## src/rtl/pulse_peak_detector.sv

```systemverilog
// Threshold-crossing pulse detector: emits one record (peak, peak time, width, pile-up) per pulse.
// Optional area accumulator enabled by defining PEAK_DET_AREA_EN.
module pulse_peak_detector #(
  parameter int DATA_W      = 16,
  parameter int TS_W        = 16,
  parameter int WIDTH_W     = 8,
  parameter int HOLDOFF_CYC = 4,
  parameter int LOST_W      = 8,
  parameter int AREA_W      = 24
) (
  input  logic               clk,
  input  logic               reset,
  input  logic               enable,
  input  logic [DATA_W-1:0]  input_data,
  input  logic [DATA_W-1:0]  threshold,
  input  logic               event_ready,
  output logic               event_valid,
  output logic [DATA_W-1:0]  event_amp,
  output logic [TS_W-1:0]    event_time,
  output logic [WIDTH_W-1:0] event_width,
  output logic               event_pileup,
  output logic [AREA_W-1:0]  event_area,
  output logic [LOST_W-1:0]  lost_count,
  output logic [1:0]         dbg_state
);

  localparam int HCNT_W = (HOLDOFF_CYC > 1) ? $clog2(HOLDOFF_CYC) : 1;

  typedef enum logic [1:0] {
    S_IDLE    = 2'd0,
    S_ABOVE   = 2'd1,
    S_HOLDOFF = 2'd2
  } state_e;

  state_e              state_q, state_d;
  logic [TS_W-1:0]     ts_q;
  logic [DATA_W-1:0]   max_q, max_d;
  logic [TS_W-1:0]     tmax_q, tmax_d;
  logic [WIDTH_W-1:0]  width_q, width_d;
  logic [HCNT_W-1:0]   hcnt_q, hcnt_d;
  logic                pileup_q, pileup_d;

  logic                above;
  logic                start_trk, upd_trk, enter_hold, set_pile, push;

  logic                ev_valid_q, ev_valid_d;
  logic [DATA_W-1:0]   ev_amp_q, ev_amp_d;
  logic [TS_W-1:0]     ev_time_q, ev_time_d;
  logic [WIDTH_W-1:0]  ev_width_q, ev_width_d;
  logic                ev_pileup_q, ev_pileup_d;
  logic [LOST_W-1:0]   lost_q, lost_d;

  assign above     = $signed(input_data) > $signed(threshold);
  assign dbg_state = state_q;

  always_ff @(posedge clk or negedge reset) begin
    if (!reset) begin
      state_q <= S_IDLE;
      ts_q    <= '0;
    end else begin
      state_q <= state_d;
      ts_q    <= ts_q + TS_W'(1);
    end
  end

  always_comb begin
    state_d = state_q;
    case (state_q)
      S_IDLE: if (enable && above) state_d = S_ABOVE;
      S_ABOVE: begin
        if (!enable)     state_d = S_IDLE;
        else if (!above) state_d = S_HOLDOFF;
      end
      S_HOLDOFF: begin
        if (!enable)            state_d = S_IDLE;
        else if (hcnt_q == '0)  state_d = above ? S_ABOVE : S_IDLE;
      end
      default: state_d = S_IDLE;
    endcase
  end

  // A push on the last holdoff cycle may restart the trackers from the same sample.
  always_comb begin
    start_trk  = 1'b0;
    upd_trk    = 1'b0;
    enter_hold = 1'b0;
    set_pile   = 1'b0;
    push       = 1'b0;
    case (state_q)
      S_IDLE:  start_trk = enable && above;
      S_ABOVE: begin
        upd_trk    = enable && above;
        enter_hold = enable && !above;
      end
      S_HOLDOFF: begin
        set_pile  = enable && above;
        push      = enable && (hcnt_q == '0);
        start_trk = enable && above && (hcnt_q == '0);
      end
      default: ;
    endcase
  end

  always_comb begin
    max_d    = max_q;
    tmax_d   = tmax_q;
    width_d  = width_q;
    hcnt_d   = hcnt_q;
    pileup_d = pileup_q;
    if (start_trk) begin
      max_d   = input_data;
      tmax_d  = ts_q;
      width_d = WIDTH_W'(1);
    end else if (upd_trk) begin
      if (width_q != '1) width_d = width_q + WIDTH_W'(1);
      if ($signed(input_data) > $signed(max_q)) begin
        max_d  = input_data;
        tmax_d = ts_q;
      end
    end
    if (enter_hold) begin
      hcnt_d   = HCNT_W'(HOLDOFF_CYC - 1);
      pileup_d = 1'b0;
    end else if (state_q == S_HOLDOFF && hcnt_q != '0) begin
      hcnt_d = hcnt_q - HCNT_W'(1);
    end
    if (set_pile) pileup_d = 1'b1;
  end

  always_ff @(posedge clk or negedge reset) begin
    if (!reset) begin
      max_q    <= '0;
      tmax_q   <= '0;
      width_q  <= '0;
      hcnt_q   <= '0;
      pileup_q <= 1'b0;
    end else begin
      max_q    <= max_d;
      tmax_q   <= tmax_d;
      width_q  <= width_d;
      hcnt_q   <= hcnt_d;
      pileup_q <= pileup_d;
    end
  end

  // Handshake: a record transfers on any edge where event_valid && event_ready; while
  // valid is high and ready is low the record is held stable and new pushes are dropped.
  always_comb begin
    ev_valid_d  = ev_valid_q;
    ev_amp_d    = ev_amp_q;
    ev_time_d   = ev_time_q;
    ev_width_d  = ev_width_q;
    ev_pileup_d = ev_pileup_q;
    lost_d      = lost_q;
    if (push && (!ev_valid_q || event_ready)) begin
      ev_valid_d  = 1'b1;
      ev_amp_d    = max_q;
      ev_time_d   = tmax_q;
      ev_width_d  = width_q;
      ev_pileup_d = pileup_q | set_pile;
    end else if (push) begin
      if (lost_q != '1) lost_d = lost_q + LOST_W'(1);
    end else if (ev_valid_q && event_ready) begin
      ev_valid_d = 1'b0;
    end
  end

  always_ff @(posedge clk or negedge reset) begin
    if (!reset) begin
      ev_valid_q  <= 1'b0;
      ev_amp_q    <= '0;
      ev_time_q   <= '0;
      ev_width_q  <= '0;
      ev_pileup_q <= 1'b0;
      lost_q      <= '0;
    end else begin
      ev_valid_q  <= ev_valid_d;
      ev_amp_q    <= ev_amp_d;
      ev_time_q   <= ev_time_d;
      ev_width_q  <= ev_width_d;
      ev_pileup_q <= ev_pileup_d;
      lost_q      <= lost_d;
    end
  end

  assign event_valid  = ev_valid_q;
  assign event_amp    = ev_amp_q;
  assign event_time   = ev_time_q;
  assign event_width  = ev_width_q;
  assign event_pileup = ev_pileup_q;
  assign lost_count   = lost_q;

`ifdef PEAK_DET_AREA_EN
  logic [AREA_W-1:0] sample_ext;
  logic [AREA_W-1:0] area_q, area_d;
  logic [AREA_W-1:0] ev_area_q, ev_area_d;

  assign sample_ext = AREA_W'($signed(input_data));

  always_comb begin
    area_d    = area_q;
    ev_area_d = ev_area_q;
    if (start_trk)    area_d = sample_ext;
    else if (upd_trk) area_d = area_q + sample_ext;
    if (push && (!ev_valid_q || event_ready)) ev_area_d = area_q;
  end

  always_ff @(posedge clk or negedge reset) begin
    if (!reset) begin
      area_q    <= '0;
      ev_area_q <= '0;
    end else begin
      area_q    <= area_d;
      ev_area_q <= ev_area_d;
    end
  end

  assign event_area = ev_area_q;
`else
  assign event_area = '0;
`endif

endmodule

```

## config.mk

```make
export PLATFORM = sky130hd
export DESIGN_NAME = pulse_peak_detector
export DESIGN_NICKNAME = d
export VERILOG_FILES = /design/src/rtl/pulse_peak_detector.sv
export SDC_FILE = /design/constraint.sdc
export NUM_CORES = 1
export LEC_CHECK = 0
export BUFFER_PORTS_ARGS = -buffer_cell sky130_fd_sc_hd__buf_4
export CORE_MARGIN = 8
export CORE_UTILIZATION = 38
export CTS_CLUSTER_SIZE = 30
export DETAILED_ROUTE_END_ITERATION = 7
export GPL_ROUTABILITY_DRIVEN = 1
export PLACE_DENSITY = 0.71
export SLEW_MARGIN = 40
export SYNTH_ARGS = -nofsm -noshare
export SYNTH_HDL_FRONTEND = slang
export SYNTH_SLANG_ARGS = --single-unit
```

## constraint.sdc

```tcl
create_clock -name clk -period 3.7 [get_ports clk]
set_input_delay 0.185 -clock clk [delete_from_list [all_inputs] [get_ports clk]]
set_output_delay 0.185 -clock clk [all_outputs]
set_load 0.05 [all_outputs]
```

[Yosys cells after proc, flatten, opt, wreduce, memory -nomap -nowiden]
Cells that the tools add are included.
Word-level totals
  flip-flop bits (word level): 111
  input bits: 36
  output and inout port bits: 76
  logic and storage cells: 81
Operators by class
  add/subtract/negate cells: 4
  $lt $le $gt $ge: 2
  equal/unequal tests: 8
  mux-type cells: 28
  bitwise operators: 2
  reductions and logical operators: 24
Operator list (number)
  $mux 16: 6
  $gt 16x16->1: 2
  $mux 8: 3
  $add 16x1->16 const B: 1
  $add 8x1->8 const B: 2
  $ne 8x8->1 const B: 2
  $mux 2: 7
  $reduce_bool 2->1: 7
  $mux 1: 10
  $logic_and 1x1->1: 7
  $ne 3x3->1 const B: 2
  $pmux 2 s3: 1
  $reduce_and 2->1: 3
  $reduce_and 3->1: 2
  $logic_not 2->1: 2
  $eq 2x1->1 const B: 1
  $eq 2x2->1 const B: 1
  $logic_not 1->1: 2
  $ne 2x1->1 const B: 1
  $ne 2x2->1 const B: 1
  $pmux 1 s2: 1
  $sub 2x1->2 const B: 1
  $logic_or 1x1->1: 1
  $not 1->1: 1
  $or 1x1->1: 1

[Logic depth before layout (Yosys ltp)]
Gate-level depths: netlist of run 1.
  depth after elaboration: 6
  gate-level depth with buffers: 10
  mapped depth without buffers: 9

[Worst setup path before layout of run 1]
Ideal clock, no wire load.
  path type: input to register
  start point: input port threshold[1]
  end point: register max_q[10]
  library setup time: 0.125 ns
  arrival: 2.197 ns
  required time: 3.575 ns
  path slack: 1.378 ns
  stages on the path: 10
  path buffers: 1
  path through: inv_1 ha_1 nor2b_1 o211ai_1 a2111oi_1 nor4b_1 mux2_4 a21oi_4 buf_6 mux2_2
Between the ends
  longest elaborated chain between the ends: 6
  elaborated cells on any way between the ends: 9
Ends and longest elaborated chain
  start: declaration: line 15  | input logic [DATA_W-1:0] threshold,
  $gt 16x16->1 *: line 53  | assign above = $signed(input_data) > $signed(threshold);
  $logic_and 1x1->1 *: line 90, 92, 98
  $logic_and 1x1->1: line 98  | start_trk = enable && above && (hcnt_q == '0);
  $pmux 1 s2: line 89  | case (state_q)
  $reduce_bool 2->1 (no source line)
  $reduce_and 2->1 (no source line)
  end signal: assignment: line 138  | max_q <= max_d;
  end: declaration: line 37  | logic [DATA_W-1:0] max_q, max_d;
Every way passes the cells marked *; elsewhere a longest branch is shown, timed or not.
A chain may end at the register's enable or synchronous reset.

[Final worst setup path of run 1]
  start point: register max_q[14]
  end point: register tmax_q[6]
Between the ends
  longest elaborated chain between the ends: 3
Ends and longest elaborated chain
  $gt 16x16->1: line 116  | if ($signed(input_data) > $signed(max_q)) begin
  $reduce_bool 2->1 (no source line)
  $reduce_and 2->1 (no source line)
  end signal: assignment: line 139  | tmax_q <= tmax_d;
  end: declaration: line 38  | logic [TS_W-1:0] tmax_q, tmax_d;
Every way passes these cells.

==> flow_summary.json, run 1 <==
{
  "status": "completed",
  "hold_start": "enable",
  "min_to": "dbg_state[1]$_DFFE_PN0P_",
  "ir_worst_vdd_uv": 605,
  "cpMaxStageDelayCell": "dfrtp_1",
  "clk_pin_slew_ps": 70,
  "gp_congestion": 0.817,
  "async_flop_share_pct": 100,
  "hold_viol": 0,
  "rsz0062_at_grt": "false",
  "ant_nets": 0,
  "drc": 0,
  "power.density_mw_per_mm2": 580,
  "syn_area_mm2": 0.00544,
  "antenna_found_initial": 0,
  "cp_cell_sequence": "inv_1 -> ha_1 -> and4_1 -> nand4_1 -> a21oi_1 -> o21ai_0 -> a21oi_4 -> buf_12 -> mux2_2",
  "yosysWarningCount": 0,
  "n_antenna_cell": 0,
  "max_freq_mhz": 391,
  "multi_input_area_mm2": 0.00239,
  "yosysSeqAreaShare_pct": 51.0,
  "areaGrowthSynthToFinish_pct": 19.7,
  "hold_path_class": "in2reg",
  "hold_depth": 3,
  "tns_ps": 0,
  "required_ps": 3930,
  "startpoint": "max_q[14]$_DFFE_PN0P_",
  "tightest_slew_ps": 589,
  "r2r-end": "tmax_q[6]$_DFFE_PN0P_",
  "start_kind": "flip-flop",
  "synth_cell_types": 41,
  "timing.final.crit_share_pct": 69.1,
  "setup_violations": 0,
  "combPwrFrac_pct": 32.1,
  "ys_ff_latch": 111,
  "worstPathMaxFanout": 24,
  "p_int_w": 0.00245,
  "wl_per_cell_um": 15.4,
  "dr.pass1.iters": 4,
  "die_w_um": 136,
  "cp-end-kind": "flip-flop",
  "finalNetCount": 614,
  "path_class": "reg2reg",
  "rows": 43,
  "synth_most_common_cell": "dfrtp_1",
  "drive_above_1_share_pct": 33.2,
  "r2r_slack_ps": 1140,
  "utilization_pct": 46.8,
  "core_mm2": 0.0139,
  "cts_tree": "yes",
  "cts_root_buf": "clkbuf_16",
  "maxSlewViolCount": 0,
  "synth_top_area_cell": "dfrtp_1",
  "synthCells": 451,
  "min_period_ps": 2560,
  "synth_edf_count": 0,
  "worst_ep_arrival_time_ps": 2790,
  "nFillCells": 1251,
  "io_pins": 112,
  "vias": 3537,
  "max_stage_delay_ps": 370,
  "clock_power_share_pct": 25.5,
  "switching_share_pct": 35.2,
  "htreeDepth": 3,
  "pwr-share-seq_pct": 42.4,
  "avgSynthCellArea_um2": 12.1,
  "grt_start_max_net_pins": 65,
  "grt_usage_pct": 12.7,
  "drt_wl_total_um": 11200,
  "dieArea_mm2": 0.0184,
  "reg2reg_from": "max_q[14]$_DFFE_PN0P_",
  "grt_pass1_wl_um": 18700,
  "synthFlopType": "dfrtp_1",
  "synth.area.top_cells": "dfrtp_1 (51%), mux2_2 (15%), ha_1 (8.3%)",
  "synth_top_area_share_pct": 51.0,
  "cts_buffers": 9,
  "cts_sinks": 111,
  "first_iter_violations": 119,
  "dp_hpwl_um": 8540,
  "die_h_um": 136,
  "vias_per_cell": 4.87,
  "finClkSkew_ps": 8.08,
  "p_leak_nw": 3.30,
  "timing.max_cap.violations": 0,
  "seq_area_mm2": 0.00278,
  "port_buffers": 87,
  "grt_pass1_vias": 3771,
  "slew_headroom_pct": 60.7,
  "ctsResizeCount": 0,
  "grt-ovfl-total": 0,
  "synth_common_cells": "dfrtp_1 (111), mux2_2 (72), ha_1 (36)",
  "start_util_pct": 39.1,
  "power.switching_w": 0.00133,
  "clockBufferDepth": 2,
  "ff2ff_path_depth": 9,
  "worstSkewPairLatency_ps": 340
}
==> state kept, by name, indices dropped and copies added, names as in the netlist <==
| signal | flops |
|---|---|
| tmax_q | 16 |
| pileup_q | 1 |
| event_pileup | 1 |
| ts_q | 16 |
| event_time | 16 |
| event_amp | 16 |
| event_width | 8 |
| event_valid | 1 |
| hcnt_q | 2 |
| max_q | 16 |
| dbg_state | 2 |
| lost_count | 8 |
| width_q | 8 |
==> logic make-up after synthesis <==
| group | after synthesis | synth area share (%) |
|---|---|---|
| XOR/XNOR | 22 | 3.54 |
| flip-flops | 111 | 51.0 |
| AND/OR/NAND/NOR | 91 | 8.97 |
| buffers and inverters | 68 | 6.76 |
| other | 1 | 0.0689 |
| AO/OA/AOI/OAI | 47 | 5.75 |
| multiplexers | 75 | 15.6 |
| adder cells (fa/ha/maj) | 36 | 8.28 |
==> critical path: cells and delay by family, from the launching register on <==
| family | cells | cell delay (ps) |
|---|---|---|
| AO/OA/AOI/OAI | 3 | 700 |
| adder cells (fa/ha/maj) | 1 | 310 |
| buffers and inverters | 2 | 290 |
| flip-flops | 1 | 370 |
| multiplexers | 1 | 360 |
| AND/OR/NAND/NOR | 2 | 410 |
==> area by class of cell <==
type | instances | area share (%)
Clock buffer | 10 | 3.51
Inverter | 34 | 1.96
Sequential cell | 111 | 42.6
Timing Repair Buffer | 91 | 10.8
Multi-Input combinational cell | 295 | 36.6
Clock inverter | 5 | 1.02
Tap cell | 180 | 3.46
==> power by group through the flow <==
| stage | sequential (W) | combinational [W] | clock (W) |
|---|---|---|---|
| 6_report | 0.00160 | 0.00121 | 0.000961 |
| 5_1_grt | 0.00164 | 0.00133 | 0.00104 |
| 4_1_cts | 0.00161 | 0.00123 | 0.00100 |
| 3_5_place_dp | 0.00163 | 0.00123 | 0 |
| 3_3_place_gp | 0.00162 | 0.00118 | 0 |
| 2_1_floorplan | 0.00189 | 0.000588 | 0 |
==> metal layers <==
| metal | vias up | track usage, % | wire length, um |
|---|---|---|---|
| li1 | 1732 | - | - |
| met1 | 1710 | 15.2 | 4950 |
| met2 | 80 | 21.0 | 5360 |
| met3 | 15 | 4.30 | 712 |
| met4 | 0 | 3.95 | 157 |
| met5 | - | 0 | 0 |
==> how the worst max path moves through the flow <==
stage	endpoint	slack (ps)	cells after the start
after floorplan	max_q[10]$_DFFE_PN0P_	1380	10
after global placement	tmax_q[3]$_DFFE_PN0P_	850	10
after detailed placement	tmax_q[0]$_DFFE_PN0P_	810	10
after CTS	tmax_q[0]$_DFFE_PN0P_	1140	9
after global routing	tmax_q[2]$_DFFE_PN0P_	920	9
final	tmax_q[6]$_DFFE_PN0P_	1140	9
==> timing repair <==
action	CTS	global route
hold buffers	1	0
hold endpoints to repair	62	0
buffers inserted	0	0
==> per-stage QoR <==
step	total power (W)	worst slack, ps	hold WS [ps]	std cells	cell area [um2]
after floorplan	0.00248	1380	-111	474	5530
after global placement	0.00280	846	330	710	6200
after detailed placement	0.00285	809	336	710	6210
after CTS	0.00384	1140	67.7	726	6510
after global routing	0.00401	923	76.2	726	6520
final	0.00378	1140	93.8	726	6520
==> layout by cell type (no fill, tap or decap), drive strengths merged, types with 3 or more instances in the layout <==
cell    count
ha         36
buf        90
and4        4
nand3      13
and3        7
o41ai       3
nand2      22
dfrtp     111
inv        36
a21oi      14
mux2       75
xor2        5
xnor2      17
clkbuf     10
nand3b      4
conb       24
nand2b      4
nor2       13
nand4      14
o31ai       3
o211ai      3
o21ai      11
a31oi       4
Note: power is estimated with default switching activity, not from simulation.
==> run 2: changes to the inputs <==
--- a/config.mk
+++ b/config.mk
@@ -5,13 +5,14 @@
 export SDC_FILE = /design/constraint.sdc
 export NUM_CORES = 1
 export LEC_CHECK = 0
+export ABC_AREA = 1
 export BUFFER_PORTS_ARGS = -buffer_cell sky130_fd_sc_hd__buf_4
 export CORE_MARGIN = 8
 export CORE_UTILIZATION = 38
 export CTS_CLUSTER_SIZE = 30
 export DETAILED_ROUTE_END_ITERATION = 7
 export GPL_ROUTABILITY_DRIVEN = 1
-export PLACE_DENSITY = 0.71
+export PLACE_DENSITY = 0.73
 export SLEW_MARGIN = 40
 export SYNTH_ARGS = -nofsm -noshare
 export SYNTH_HDL_FRONTEND = slang
==> constraint.sdc (replaced) <==
create_clock -name clk -period 2.1 [get_ports clk]
set_input_delay 0.105 -clock clk [delete_from_list [all_inputs] [get_ports clk]]
set_output_delay 0.105 -clock clk [all_outputs]
set_load 0.05 [all_outputs]
==> flow_summary.json, run 2 <==
{
  "n_antenna_cell": 0,
  "worstSkewPairLatency_ps": 350,
  "rows": 44,
  "critPathTopFamily": "simple AND/OR/NAND/NOR gates",
  "vias": 4538,
  "wl_per_cell_um": 13.9,
  "setup_violations": 0,
  "power.switching_w": 0.00286,
  "setup_ws_ps": 91.9,
  "yosysWarningCount": 0,
  "htreeDepth": 3,
  "ir_worst_vdd_uv": 469,
  "hold_path_class": "in2reg",
  "grt_use_met1_pct": 16.7,
  "areaGrowthSynthToFinish_pct": 23.6,
  "maxSlewViolCount": 0,
  "crit_buf_inv": 2,
  "cts_tree": "yes",
  "clk_pin_slew_ps": 70,
  "die_w_um": 138,
  "grt_use_met2_pct": 22.2,
  "pre_cts_slack_ps": -111,
  "grt-ovfl-total": 0,
  "grt_start_max_net_pins": 48,
  "grt_busiest_layer": "met2",
  "avgSynthCellArea_um2": 8.59,
  "start_kind": "flip-flop",
  "nFillCells": 1343,
  "cp-end-kind": "flip-flop",
  "async_flop_share_pct": 100,
  "power.density_mw_per_mm2": 1030,
  "die_h_um": 138,
  "p_leak_nw": 3.91,
  "worst_ep_arrival_time_ps": 2250,
  "syn_area_mm2": 0.00569,
  "cts_sinks": 111,
  "io_pins": 112,
  "ant_nets": 0,
  "port_buffers": 87,
  "finClkSkew_ps": 8.21,
  "cpMostUsedCell": "nand2_1",
  "synth_edf_count": 0,
  "finalNetCount": 845,
  "dr.pass1.iters": 4,
  "max_stage_delay_ps": 360,
  "synth_cell_types": 32,
  "pwr-share-seq_pct": 38.1,
  "dp_hpwl_um": 9600,
  "grt_usage_pct": 13.4,
  "cpMaxStageDelayCell": "dfrtp_1",
  "synth_common_cells": "nand2_1 (225), dfrtp_1 (111), inv_1 (75)",
  "cts_root_buf": "clkbuf_16",
  "synth_top_area_cell": "dfrtp_1",
  "yosysSeqAreaShare_pct": 48.8,
  "start_util_pct": 39.0,
  "timing.max_cap.violations": 0,
  "min_period_ps": 2010,
  "max_freq_mhz": 498,
  "required_ps": 2340,
  "synthFlopType": "dfrtp_1",
  "ys_ff_latch": 111,
  "synth_most_common_cell": "nand2_1",
  "antenna_found_initial": 0,
  "synth.area.top_cells": "dfrtp_1 (49%), nand2_1 (15%), ha_1 (7.9%)",
  "gp_congestion": 0.837,
  "grt_pass1_wl_um": 21700,
  "placed_area_mm2": 0.00654,
  "synth_top_area_share_pct": 48.8,
  "timing.final.crit_share_pct": 95.6,
  "clockBufferDepth": 2,
  "clock_power_share_pct": 22.0,
  "vias_per_cell": 4.72,
  "grt_pass1_vias": 4490,
  "layout_common_cells": "nand2_1 (223), dfrtp_1 (111), buf_4 (106)",
  "cts_buffers": 9,
  "dieArea_mm2": 0.0192,
  "drt_wl_total_um": 13400,
  "final_common_cell": "nand2_1",
  "fin_area_mm2": 0.00704,
  "drc": 0,
  "p_int_w": 0.00441,
  "drive_above_1_share_pct": 19.8,
  "switching_share_pct": 39.3,
  "grt.met3_usage_pct": 2.57,
  "path_class": "reg2reg",
  "first_iter_violations": 388,
  "combPwrFrac_pct": 39.9,
  "status": "completed",
  "worstPathMaxFanout": 6,
  "hold_viol": 0,
  "cp_cell_sequence": "inv_1 -> ha_1 -> a21o_1 -> nor2_1 -> nand2_1 -> nand2_1 -> nand2_1 -> nand2_1 -> nand2_1 -> nand2_4 -> nand2_8 -> buf_4 -> nand3_1 -> nand2_1",
  "synthCells": 663,
  "core_mm2": 0.0146
}
-- run 2: power groups by stage --
stage / Clock (W) / Sequential (W) / Combinational (W)
6_report: 0.00160 / 0.00277 / 0.00290
5_1_grt: 0.00173 / 0.00282 / 0.00319
4_1_cts: 0.00164 / 0.00277 / 0.00249
3_5_place_dp: 0 / 0.00280 / 0.00247
3_3_place_gp: 0 / 0.00280 / 0.00243
2_1_floorplan: 0 / 0.00329 / 0.00127
-- run 2: kinds of logic (layout without fill, tap and decap cells) --
| group | Yosys count | in the layout | share of synthesized area (%) |
|---|---|---|---|
| and+or+nand+nor | 334 | 337 | 25.2 |
| buffers and inverters | 117 | 205 | 10.2 |
| DFF | 111 | 111 | 48.8 |
| adders and majority gates | 36 | 36 | 7.91 |
| AOI/OAI and AO/OA | 36 | 36 | 3.45 |
| xor gates and xnor gates | 27 | 27 | 4.15 |
| other | 1 | 24 | 0.0659 |
| muxes | 1 | 1 | 0.198 |
-- run 2: cell type report --
type                            count  area (um2)  area share (%)
Clock buffer                       11         243            3.45
Multi-Input combinational cell    461        2540            36.2
Inverter                           76         285            4.05
Sequential cell                   111        2780            39.5
Clock inverter                      4        30.0           0.427
Timing Repair Buffer              114         928            13.2
Tap cell                          184         230            3.27
-- run 2: final timing paths --
kind	slack, ps	to	startpoint	depth (start not counted)
setup / recovery	90	max_q[5]$_DFFE_PN0P_	max_q[7]$_DFFE_PN0P_	14
hold / removal	20	max_q[8]$_DFFE_PN0P_	input_data[8]	3
setup reg to reg	90	max_q[5]$_DFFE_PN0P_	max_q[7]$_DFFE_PN0P_	14
hold reg to reg	470	max_q[14]$_DFFE_PN0P_	max_q[14]$_DFFE_PN0P_	2
max in group asynchronous	1250	event_amp[14]$_DFFE_PN0P_	reset	3
min in group asynchronous	200	event_amp[3]$_DFFE_PN0P_	reset	2
-- run 2: worst register-to-register path, stage by stage (launching register included) --
cell,delay [ps]
dfrtp_1,360
inv_1,60
ha_1,280
a21o_1,180
nor2_1,110
nand2_1,90
nand2_1,90
nand2_1,50
nand2_1,50
nand2_1,80
nand2_4,140
nand2_8,100
buf_4,170
nand3_1,80
nand2_1,60
-- run 2: stage by stage --
stage | setup TNS (ps) | utilization [%] | hold WS (ps) | total power (W) | instances
global placement | -158 | 44.8 | 37.5 | 0.00522 | 935
floorplan | 0 | - | -191 | 0.00456 | 686
detailed placement | -3030 | 44.8 | 29.8 | 0.00527 | 935
finish | 0 | 48.3 | 15.7 | 0.00726 | 961
CTS | 0 | 46.9 | 2.13 | 0.00690 | 952
global route | -83.8 | 48.3 | 19.7 | 0.00774 | 961
-- run 2: repair_timing --
action / 4_1_cts / 5_1_grt
setup endpoints to repair: 5 / 32
hold buffers: 2 / 0
setup buffers: 0 / 3
pin swaps: 0 / 5
endpoints found under the hold margin: 22 / 0
resized for setup: 1 / 16
cloned: 0 / 6
-- run 2: per-layer routing --
metal  vias to the layer above  part of all wire, %
li1                       2271                    -
met1                      2164                   44
met2                        86                   50
met3                        17                  4.2
met4                         0                  2.0
met5                         -                    0
==> run 3: changes to the inputs <==
--- a/config.mk
+++ b/config.mk
@@ -7,12 +7,14 @@
 export LEC_CHECK = 0
 export ABC_AREA = 1
 export BUFFER_PORTS_ARGS = -buffer_cell sky130_fd_sc_hd__buf_4
+export CELL_PAD_IN_SITES_DETAIL_PLACEMENT = 1
+export CELL_PAD_IN_SITES_GLOBAL_PLACEMENT = 2
 export CORE_MARGIN = 8
-export CORE_UTILIZATION = 38
+export CORE_UTILIZATION = 30
 export CTS_CLUSTER_SIZE = 30
 export DETAILED_ROUTE_END_ITERATION = 7
 export GPL_ROUTABILITY_DRIVEN = 1
-export PLACE_DENSITY = 0.73
+export PLACE_DENSITY_LB_ADDON = 0.1
 export SLEW_MARGIN = 40
 export SYNTH_ARGS = -nofsm -noshare
 export SYNTH_HDL_FRONTEND = slang
==> flow_summary.json, run 3 (synthesized netlist as in run 2, its figures left out) <==
{
  "tns_ps": 0,
  "total_power_w": 0.00743,
  "start_util_pct": 30.5,
  "grt-ovfl-total": 0,
  "r2r-end": "tmax_q[9]$_DFFE_PN0P_",
  "worstPathMaxFanout": 6,
  "final_common_cell": "nand2_1",
  "hold_path_class": "in2reg",
  "dr.pass1.iters": 4,
  "cts_root_buf": "clkbuf_16",
  "min_to": "max_q[12]$_DFFE_PN0P_",
  "min_period_ps": 1970,
  "slew_headroom_pct": 63.0,
  "hold_viol": 0,
  "finalNonFillerCells": 1023,
  "cpMostUsedCell": "nand2_1",
  "port_buffers": 87,
  "cpMaxStageDelayCell": "dlygate4sd3_1",
  "clockBufferDepth": 2,
  "ff2ff_path_depth": 16,
  "p_leak_nw": 4.01,
  "timing.final.crit_share_pct": 93.6,
  "max_freq_mhz": 508,
  "vias_per_cell": 4.55,
  "startpoint": "input_data[0]",
  "layout_common_cells": "nand2_1 (217), buf_4 (115), dfrtp_1 (111)",
  "setup_violations": 0,
  "max_stage_delay_ps": 620,
  "cp_cell_sequence": "dlygate4sd3_1 -> inv_4 -> ha_1 -> inv_1 -> nand2_1 -> nand2_1 -> nand2_1 -> nand2_2 -> nand2_4 -> nand4_1 -> nand3_4 -> a21oi_4 -> buf_6 -> nand2_8 -> clkbuf_16 -> nand2_1 -> nand2_1",
  "path_class": "in2reg",
  "r2r_slack_ps": 150,
  "start_kind": "primary input",
  "hold_start": "input_data[12]",
  "status": "completed",
  "first_iter_violations": 171,
  "finClkSkew_ps": 7.80,
  "holdWs_ps": 22.7,
  "critPathTopFamily": "buffers and inverters",
  "finalNetCount": 857,
  "power.density_mw_per_mm2": 1010,
  "dp_hpwl_um": 11700,
  "timing.max_cap.violations": 0,
  "crit_buf_inv": 5,
  "required_ps": 2340,
  "core_mm2": 0.0186,
  "grt_usage_pct": 13.6,
  "antenna_found_initial": 0,
  "drive_above_1_share_pct": 23.4,
  "tightest_slew_ps": 555,
  "clk_pin_slew_ps": 70,
  "worstSkewPairLatency_ps": 350,
  "htreeDepth": 3,
  "worst_ep_arrival_time_ps": 2210,
  "grt_pass1_vias": 5203,
  "die_h_um": 154,
  "grt_pass1_wl_um": 26300,
  "n_antenna_cell": 0,
  "maxSlewViolCount": 0,
  "grt_start_max_net_pins": 43,
  "ir_worst_vdd_uv": 495,
  "reg2reg_from": "max_q[14]$_DFFE_PN0P_",
  "drt_wl_total_um": 15600,
  "ant_nets": 0,
  "numPlacedInstances": 995,
  "gp_congestion": 0.761,
  "wl_per_cell_um": 15.3,
  "rows": 50,
  "areaGrowthSynthToFinish_pct": 29.1,
  "drc": 0,
  "vias": 4650,
  "cp-end-kind": "flip-flop",
  "hold_depth": 3,
  "io_pins": 112,
  "utilization_pct": 39.4,
  "cts_tree": "yes",
  "die_w_um": 154,
  "dieArea_mm2": 0.0236,
  "cts_sinks": 111,
  "cts_buffers": 9
}
-- run 3: cell count changes in the layout (fill, tap and decap cells not counted), sizes merged --
cell / delta
clkbuf: +1
inv: -1
dlygate4sd3: +1
buf: +14
nand2: -3
-- run 3: per-layer routing --
layer | vias to the layer above | part of all wire (%) | global-route usage, %
li1 | 2282 | - | -
met2 | 72 | 48 | 23.1
met4 | 0 | 1.0 | 3.17
met3 | 11 | 4.1 | 3.28
met1 | 2285 | 47 | 17.0
met5 | - | 0 | 0
-- run 3: area by class of cell --
class	instances	area, um2
inverters	76	288
clock inverters	3	27.5
flip-flops and latches	111	2780
multi-input cells	458	2620
repair buffers	129	1090
well taps	234	293
clock buffers	12	256
fillers	2196	11300
-- run 3: worst min-delay path, delay by kind of cell --
| family | cells | cell delay (ps) |
|---|---|---|
| buffers and inverters | 1 | 100 |
| and+or+nand+nor | 2 | 130 |
-- run 3: stage by stage --
stage,setup slack [ps],instance area (um2)
3_5_place_dp,-76.0,6710
6_report,133,7350
2_1_floorplan,130,5780
5_1_grt,-4.94,7350
3_3_place_gp,0.650,6710
4_1_cts,16.5,7030
-- run 3: worst max path at each step --
stage,to,slack [ps],cells past startpoint
after global placement,tmax_q[10]$_DFFE_PN0P_,0.6,16
final,tmax_q[9]$_DFFE_PN0P_,130,17
after global routing,max_q[14]$_DFFE_PN0P_,-5,18
after floorplan,max_q[0]$_DFFE_PN0P_,130,12
after detailed placement,max_q[5]$_DFFE_PN0P_,-80,14
after CTS,tmax_q[13]$_DFFE_PN0P_,20,16
-- run 3: power breakdown --
part | switching, W | internal (W)
logic | 0.00190 | 0.00108
clock network | 0.000808 | 0.000877
registers | 0.000242 | 0.00253
-- run 3: repair_timing --
action	CTS	global route
pin swaps	0	10
endpoints found under the hold margin	39	0
gates cloned	0	3
setup endpoints to repair	6	70
buffers inserted	0	8
hold buffers	3	0
resized for setup	2	43
